## src/rtl/decoder_pkg.sv

```systemverilog
// Shared definitions for the decoder sweep/capture block.
//   state_e   : sweep controller states
//   NUM_CODES : number of input codes applied to the downstream decoder
//   CODE_W    : width of the code index {d1,c1,d,c}
package decoder_pkg;

    localparam int unsigned NUM_CODES = 16;
    localparam int unsigned CODE_W    = 4;

    typedef enum logic [1:0] {
        IDLE       = 2'd0,
        DIS_STEP   = 2'd1,
        SWEEP_STEP = 2'd2,
        DONE       = 2'd3
    } state_e;

endpackage : decoder_pkg

```

## src/rtl/settle_timer.sv

```systemverilog
// Settle timer: counts 0..SETTLE_CYCLES-1 for each step of the sweep.
//   clk, rst_n : clock, async active-low reset
//   load       : restart the step count at 0 on the next edge
//   last       : high on the final cycle of the current step
module settle_timer #(
    parameter int unsigned SETTLE_CYCLES = 4
) (
    input  logic clk,
    input  logic rst_n,
    input  logic load,
    output logic last
);

    localparam int unsigned CNT_W = (SETTLE_CYCLES > 1) ? $clog2(SETTLE_CYCLES) : 1;
    localparam logic [CNT_W-1:0] CNT_MAX = CNT_W'(SETTLE_CYCLES - 1);

    logic [CNT_W-1:0] cnt_q;
    logic [CNT_W-1:0] cnt_d;

    assign last = (cnt_q == CNT_MAX);

    // Wrap at the end of a step so the counter never leaves 0..SETTLE_CYCLES-1.
    always_comb begin
        cnt_d = cnt_q + CNT_W'(1);
        if (load || last) begin
            cnt_d = '0;
        end
    end

    always_ff @(posedge clk or negedge rst_n) begin
        if (!rst_n) begin
            cnt_q <= '0;
        end else begin
            cnt_q <= cnt_d;
        end
    end

endmodule : settle_timer

```

## src/rtl/decoder_sweep_capture.sv

```systemverilog
// Sweeps a 4-bit code plus enable into an external combinational decoder
// function and captures its response: once with en=0 (dis_val), then for
// codes 0..15 with en=1 (table_out).
//   clk, rst_n      : clock, async active-low reset
//   start, abort    : begin a sweep / cancel a sweep in progress
//   c, d, c1, d1    : code bits 0..3 to the decoder function
//   en              : enable to the decoder function
//   f               : decoder function result
//   table_out       : captured truth table, bit i = f for code i with en=1
//   dis_val         : f captured with en=0, code 0
//   busy, done      : sweep in progress / one-cycle completion pulse
module decoder_sweep_capture
    import decoder_pkg::*;
#(
    parameter int unsigned SETTLE_CYCLES = 4
) (
    input  logic                 clk,
    input  logic                 rst_n,
    input  logic                 start,
    input  logic                 abort,
    output logic                 c,
    output logic                 d,
    output logic                 c1,
    output logic                 d1,
    output logic                 en,
    input  logic                 f,
    output logic [NUM_CODES-1:0] table_out,
    output logic                 dis_val,
    output logic                 busy,
    output logic                 done
);

    localparam logic [CODE_W-1:0] LAST_IDX = CODE_W'(NUM_CODES - 1);

    state_e                state_q, state_d;
    logic [CODE_W-1:0]     idx_q, idx_d;
    logic [CODE_W-1:0]     code_q, code_d;
    logic                  en_q, en_d;
    logic                  busy_q, busy_d;
    logic                  done_q, done_d;
    logic [NUM_CODES-1:0]  table_q, table_d;
    logic                  dis_q, dis_d;

    logic                  last_c;
    logic                  load_c;

    // Step timer only runs while a step is being held; otherwise parked at 0.
    assign load_c = ((state_q != DIS_STEP) && (state_q != SWEEP_STEP)) || abort;

    settle_timer #(
        .SETTLE_CYCLES (SETTLE_CYCLES)
    ) u_settle_timer (
        .clk   (clk),
        .rst_n (rst_n),
        .load  (load_c),
        .last  (last_c)
    );

    // Next-state and registered-output logic.
    always_comb begin
        state_d = state_q;
        idx_d   = idx_q;
        code_d  = code_q;
        en_d    = en_q;
        busy_d  = busy_q;
        done_d  = 1'b0;
        table_d = table_q;
        dis_d   = dis_q;

        unique case (state_q)
            IDLE: begin
                en_d   = 1'b0;
                code_d = '0;
                busy_d = 1'b0;
                // Abort wins over a simultaneous start.
                if (start && !abort) begin
                    state_d = DIS_STEP;
                    busy_d  = 1'b1;
                    idx_d   = '0;
                    table_d = '0;
                    dis_d   = 1'b0;
                end
            end

            DIS_STEP: begin
                if (abort) begin
                    state_d = IDLE;
                    en_d    = 1'b0;
                    code_d  = '0;
                    busy_d  = 1'b0;
                end else if (last_c) begin
                    dis_d   = f;
                    en_d    = 1'b1;
                    idx_d   = '0;
                    code_d  = '0;
                    state_d = SWEEP_STEP;
                end
            end

            SWEEP_STEP: begin
                if (abort) begin
                    state_d = IDLE;
                    en_d    = 1'b0;
                    code_d  = '0;
                    busy_d  = 1'b0;
                end else if (last_c) begin
                    table_d[idx_q] = f;
                    // Exit at the final code instead of letting idx wrap.
                    if (idx_q == LAST_IDX) begin
                        state_d = DONE;
                        en_d    = 1'b0;
                        code_d  = '0;
                        busy_d  = 1'b0;
                        done_d  = 1'b1;
                    end else begin
                        idx_d  = idx_q + CODE_W'(1);
                        code_d = idx_q + CODE_W'(1);
                    end
                end
            end

            DONE: begin
                state_d = IDLE;
                busy_d  = 1'b0;
            end

            default: begin
                state_d = IDLE;
            end
        endcase
    end

    always_ff @(posedge clk or negedge rst_n) begin
        if (!rst_n) begin
            state_q <= IDLE;
            idx_q   <= '0;
            code_q  <= '0;
            en_q    <= 1'b0;
            busy_q  <= 1'b0;
            done_q  <= 1'b0;
            table_q <= '0;
            dis_q   <= 1'b0;
        end else begin
            state_q <= state_d;
            idx_q   <= idx_d;
            code_q  <= code_d;
            en_q    <= en_d;
            busy_q  <= busy_d;
            done_q  <= done_d;
            table_q <= table_d;
            dis_q   <= dis_d;
        end
    end

    assign c         = code_q[0];
    assign d         = code_q[1];
    assign c1        = code_q[2];
    assign d1        = code_q[3];
    assign en        = en_q;
    assign busy      = busy_q;
    assign done      = done_q;
    assign table_out = table_q;
    assign dis_val   = dis_q;

endmodule : decoder_sweep_capture

```

## config.mk

```make
export PLATFORM = sky130hd
export DESIGN_NAME = decoder_sweep_capture
export DESIGN_NICKNAME = d
export VERILOG_FILES = /design/src/rtl/decoder_pkg.sv /design/src/rtl/settle_timer.sv /design/src/rtl/decoder_sweep_capture.sv
export SDC_FILE = /design/constraint.sdc
export NUM_CORES = 1
export LEC_CHECK = 0
export CAP_MARGIN = 5
export CORE_MARGIN = 5
export CORE_UTILIZATION = 32
export CTS_BUF_LIST = sky130_fd_sc_hd__clkbuf_16
export CTS_CLUSTER_DIAMETER = 80
export DETAILED_ROUTE_END_ITERATION = 7
export PLACE_DENSITY = 0.63
export SYNTH_ARGS = -nofsm -noshare
export SYNTH_HDL_FRONTEND = slang
export SYNTH_SLANG_ARGS = --single-unit
```

## constraint.sdc

```tcl
create_clock -name clk -period 1.55 [get_ports clk]
set_input_delay 0.31 -clock clk [delete_from_list [all_inputs] [get_ports clk]]
set_output_delay 0.31 -clock clk [all_outputs]
set_load 0.01 [all_outputs]
```

== Word level (Yosys, flattened, before mapping) ==
Index checks and enable logic that the tools add are counted.

* Bits in registers: 32
* Bits in latches: 0
* Memory bits (writable): 0
* Bits in read-only memories: 0
* Logic and storage cells: 91
* Memories: 0

* Add/sub/neg operators: 2
* Multiply operators: 0
* Divide/modulo/power cells: 0
* $lt $le $gt $ge: 2
* Equality and inequality tests: 17
* Shifts and indexed selects: 0
* Multiplexer cells: 44
* Bitwise gates (word level): 0
* Reduce and logical (&&, ||, !) cells: 17

{| class="wikitable"
|+ Operator list
! operator !! count
|-
| two-way mux 16 bit || 3
|-
| two-way mux 4 bit || 10
|-
| one-hot mux 16 bit (2 select lines) || 1
|-
| one-hot mux 4 bit (3 select lines) || 2
|-
| bitwise mux 16 bit || 1
|-
| AND reduction 4 bit || 4
|-
| two-way mux 1 bit || 15
|-
| two-way mux 2 bit || 7
|-
| != test 2 bit, second input constant || 6
|-
| one-hot mux 2 bit (4 select lines) || 1
|-
| AND reduction 7 bit || 1
|-
| equality test 2 bit, second input constant || 3
|-
| != test 2 x 1 -> 1 bit, second input constant || 3
|-
| != test 3 x 2 -> 1 bit, second input constant || 2
|-
| AND reduction 3 bit || 2
|-
| less-than comparator 4 x 5 -> 1 bit, second input constant || 1
|-
| adder 4 x 1 -> 4 bit, second input constant || 1
|-
| demux 1 bit (select 4 bit) || 1
|-
| equality test 4 bit, second input constant || 1
|-
| greater-or-equal comparator 4 x 1 -> 1 bit, second input constant || 1
|-
| one-hot mux 1 bit (4 select lines) || 1
|-
| nonzero test 2 bit || 2
|-
| logical AND 1 bit || 3
|-
| != test 3 bit, second input constant || 1
|-
| 8 further kinds || 9
|}

== Longest topological paths before layout ==
* Depth after elaboration: 8
* Gate-level depth with buffers: 8

== By module ==
Synthesis repeated with hierarchy kept, for this count alone.

* Cells, all modules: 183
* Area, all modules: 1898.1 um^2

{| class="wikitable"
|+ Modules (own cells, without submodules)
! module !! instances !! cells an instance !! area each (um^2) !! sequential area each (um^2)
|-
| decoder_sweep_capture || 1 || 178 || 1813.0 || 750.7
|-
| settle_timer || 1 || 5 || 85.1 || 50.0
|}

== Least setup slack after synthesis ==
OpenSTA, ideal clock, no wires.

* Path type: register to register
* Start: reg state_q[0]
* End: reg table_q[0], in the netlist table_out[0]
* Data arrival time: 1.553 ns
* Data required time: 1.432 ns
* Path slack: -0.121 ns
* Stages on the path, launching flop included: 9
* Buffers on the path: 2
* Path through: dfrtp_1 inv_1 ha_1 buf_6 a21o_2 a21oi_4 a41oi_4 buf_6 a21o_1

* Cells in the longest elaborated chain, start to end: 3
* Elaborated cells between the ends (all ways): 8

{| class="wikitable"
|+ RTL lines
! item !! line !! text
|-
| start, declared || decoder_sweep_capture.sv:35 || <nowiki>state_e state_q, state_d;</nowiki>
|-
| start signal, assigned || decoder_sweep_capture.sv:144 || <nowiki>state_q <= state_d;</nowiki>
|-
| equality test 2 bit or logical NOT 2 bit (tied branches) || decoder_sweep_capture.sv:70 || <nowiki>unique case (state_q)</nowiki>
|-
| != test 2 x 1 -> 1 bit (no source line) (tied with other cells) || - ||
|-
| AND reduction 4 bit (no source line) || - ||
|-
| end signal, assigned || decoder_sweep_capture.sv:150 || <nowiki>table_q <= table_d;</nowiki>
|-
| end, declared || decoder_sweep_capture.sv:41 || <nowiki>logic [NUM_CODES-1:0] table_q, table_d;</nowiki>
|}

Several ways; a longest one is shown, not always the timed one.
A chain may end at the register's enable or synchronous reset.

== Worst setup path after layout ==
* Start: reg state_q[1]
* End: reg table_q[11], in the netlist table_out[11]

The elaborated chain is that of the path after synthesis.

==> flow_summary.json <==
{
  "outcome": "complete, but fails checks",
  "violations": "negative setup slack",
  "drt_iter0_drc": 67,
  "synthMuxAreaShare_pct": 4.16,
  "min_period_over_period_pct": 105,
  "crit_path_end_kind": "flip-flop",
  "clk_path_buf_depth": 2,
  "post-route-util_pct": 47.5,
  "cts_sinks": 32,
  "cp.required_ps": 1710,
  "grt_overflow_total": 0,
  "crit_type": "reg -> reg",
  "pwr-share-comb_pct": 43.1,
  "dp.cells": 304,
  "finalCriticalPeriod_ps": 1620,
  "synth_top_family_by_area": "compound AO/OA/AOI/OAI gates",
  "critPathArrivalTime_ps": 1780,
  "syn_area_sq_um": 1930,
  "numCtsBuffers": 5,
  "synth_xor_xnor_area_share_pct": 0.455,
  "reg2reg_slack_ps": -70,
  "reg2reg_depth": 7,
  "synth-simple-area-share_pct": 14.4,
  "via_per_inst": 5.00,
  "cap_violations": 0,
  "seq_power_share_pct": 28.5,
  "cpMaxStageDelayCell": "dfrtp_2",
  "synthArstFlopShare_pct": 100,
  "initial_core_util_pct": 32.7,
  "synth_fa_ha_area_share_pct": 6.49,
  "grt_max_degree": 33,
  "io_buffers": 28,
  "synth.distinct_cells": 45,
  "hp-class": "in -> async",
  "path_clk_slew_ps": 50,
  "dp_hpwl_um": 3330,
  "finalSetupViolCount": 6,
  "fin_cells": 314,
  "grt_pass1_wl_um": 7560,
  "max_slew.worst_pin.slew_ps": 344,
  "nets": 253,
  "routedWlPerCell_um": 14.4,
  "grtUsageTotal_pct": 12.8,
  "antenna_cells": 0,
  "drcViolationCount": 0,
  "die_h_um": 87.6,
  "finalHoldViolations": 0,
  "routed_wirelength_um": 4530,
  "yosys_register_bits": 32,
  "p_per_area_nw_per_um2": 1390,
  "relSlewSlack_pct": 77.0,
  "worst_setup_path_start_kind": "flip-flop",
  "synth_nets": 196,
  "vdd_ir_drop_max_mv": 0.524,
  "max_stage_delay_ps": 420,
  "rsz0062_at_grt": "true",
  "clk_latency_ps": 280,
  "r2r_end": "table_out[11]",
  "drive_gt1_share_pct": 29.3,
  "setup-tns-final_ps": -200,
  "vias": 1570,
  "cp_max_fo": 16,
  "finalClockSkew_ps": 3.62,
  "root_buffer": "clkbuf_16",
  "seq_area_frac_synth_pct": 41.6,
  "p_leak_nw": 1.42,
  "p_clk_share_pct": 28.4,
  "die_w_um": 87.6,
  "rr_startpoint": "state_q[1]",
  "avgSynthCellArea_sq_um": 10.6,
  "num_io_pins": 29,
  "intPower_mw": 2.60,
  "synth_cells": 181,
  "area_growth_pct": 45.1,
  "synth_edf_count": 0,
  "first_global_vias": 1620,
  "die_area_sq_um": 7670,
  "swShare_pct": 33.0,
  "core_sq_um": 5890,
  "htree_num_levels": 2,
  "first_pass_iters": 4,
  "max_freq_mhz": 616,
  "drv_slew": 0,
  "ctsHoldBuffers": 0,
  "fp-row-count": 28,
  "cts_tree": "done",
  "crit_chain": "inv_2, ha_4, a21o_4, a21oi_4, a41oi_4, buf_12, a211o_1",
  "postLayoutSetupSlackWorst_ps": -72.3,
  "final_antenna_net_count": 0,
  "ys.flop_type": "dfrtp_1",
  "place.gp.congestion": 0.833,
  "yosysWarnings": 0,
  "power.switching_mw": 1.28,
  "synth_compound_area_share_pct": 27.5,
  "grt_antenna_before_repair": 0
}
layer usage:
layer / up-vias / track usage (%) / wire, um / part of all wire, %
li1: 776 / - / - / -
met4: 0 / 5.58 / 104 / 2.3
met1: 763 / 16.1 / 2040 / 45
met2: 22 / 20.5 / 2220 / 49
met5: - / 0 / 0 / 0
met3: 9 / 3.48 / 163 / 3.6
power by group through the flow:
stage / sequential, mW / clock [mW] / combinational [mW]
2_1_floorplan: 1.14 / 0 / 0.825
3_3_place_gp: 1.10 / 0 / 1.45
3_5_place_dp: 1.10 / 0 / 1.48
4_1_cts: 1.10 / 1.11 / 1.59
5_1_grt: 1.14 / 1.17 / 1.82
6_report: 1.11 / 1.10 / 1.67
state kept, by name, indices dropped and copies added (netlist names):
register              flops
done                      1
table_out                16
en                        1
state_q                   2
idx_q                     4
u_settle_timer.cnt_q      2
dis_val                   1
code_q                    4
busy                      1
per-stage QoR:
stage / setup slack (ps) / hold slack [ps] / cell area (sq um) / power, mW
finish: -72.3 / 408 / 2800 / 3.88
global route: -117 / 434 / 2800 / 4.13
CTS: -72.5 / 423 / 2700 / 3.80
detailed placement: -314 / 440 / 2480 / 2.58
global placement: -273 / 425 / 2480 / 2.55
floorplan: -28.3 / 14.4 / 1940 / 1.96
logic make-up after synthesis:
family          count (synthesis)
fa+ha+maj                      10
flops                          32
simple gates                   49
xor+xnor                        1
mux                             8
compound gates                 64
buf+inv                        17
Yosys cell counts (2+ instances only):
master | number | area [sq um]
nor2b_1 | 2 | 12.5
buf_4 | 3 | 22.5
a21oi_4 | 2 | 32.5
buf_6 | 4 | 45.0
a211o_1 | 3 | 26.3
a21o_1 | 14 | 105
a21oi_1 | 4 | 20.0
dfrtp_1 | 32 | 801
nand3_1 | 9 | 45.0
mux2i_1 | 8 | 80.1
nand2_1 | 17 | 63.8
nor2_1 | 7 | 26.3
o21bai_2 | 2 | 22.5
and3_1 | 3 | 18.8
a32o_1 | 8 | 80.1
o21ai_0 | 11 | 55.1
a21boi_0 | 8 | 60.1
inv_1 | 8 | 30.0
ha_1 | 10 | 125
area by class of cell:
type                    instances  area (sq um)
repair buffers                 58           559
fillers                       543          3090
clock inverters                 3          38.8
well taps                      75          93.8
inverters                       9          36.3
clock buffers                   5           125
multi-input cells             132          1140
flip-flops and latches         32           802
layout by cell type (no fill, tap or decap), types with 4 or more instances in the layout:
cell type and count:
a21o_1 13, dfrtp_1 31, inv_1 7, mux2i_1 8, dlymetal6s2s_1 7, ha_4 4
nand3_1 9, o21ai_0 10, a21boi_0 8, nand2_1 17, buf_4 25, clkdlybuf4s50_1 21
ha_2 4, nor2_1 6, clkbuf_16 5, a32o_1 8
critical path: cells and delay by family (launching register included):
kind | cells | cell delay (ps)
AOI/OAI and AO/OA | 4 | 680
adders and majority gates | 1 | 160
buffers and inverters | 2 | 250
DFF | 1 | 420
repair_timing:
action / 4_1_cts / 5_1_grt
gates resized for setup: 10 / 23
endpoints found under the setup margin: 21 / 34
pin swaps: 4 / 6
setup buffers: 1 / 1
worst max path at each step:
stage                           from       endpoint  slack, ps
after CTS                 state_q[1]  table_out[11]        -70
after floorplan           state_q[0]   table_out[0]        -30
after detailed placement       abort   table_out[7]       -310
after global routing      state_q[1]  table_out[11]       -120
after global placement         abort  table_out[11]       -270
final                     state_q[1]  table_out[11]        -70
Power figures use the tool's default switching activity.
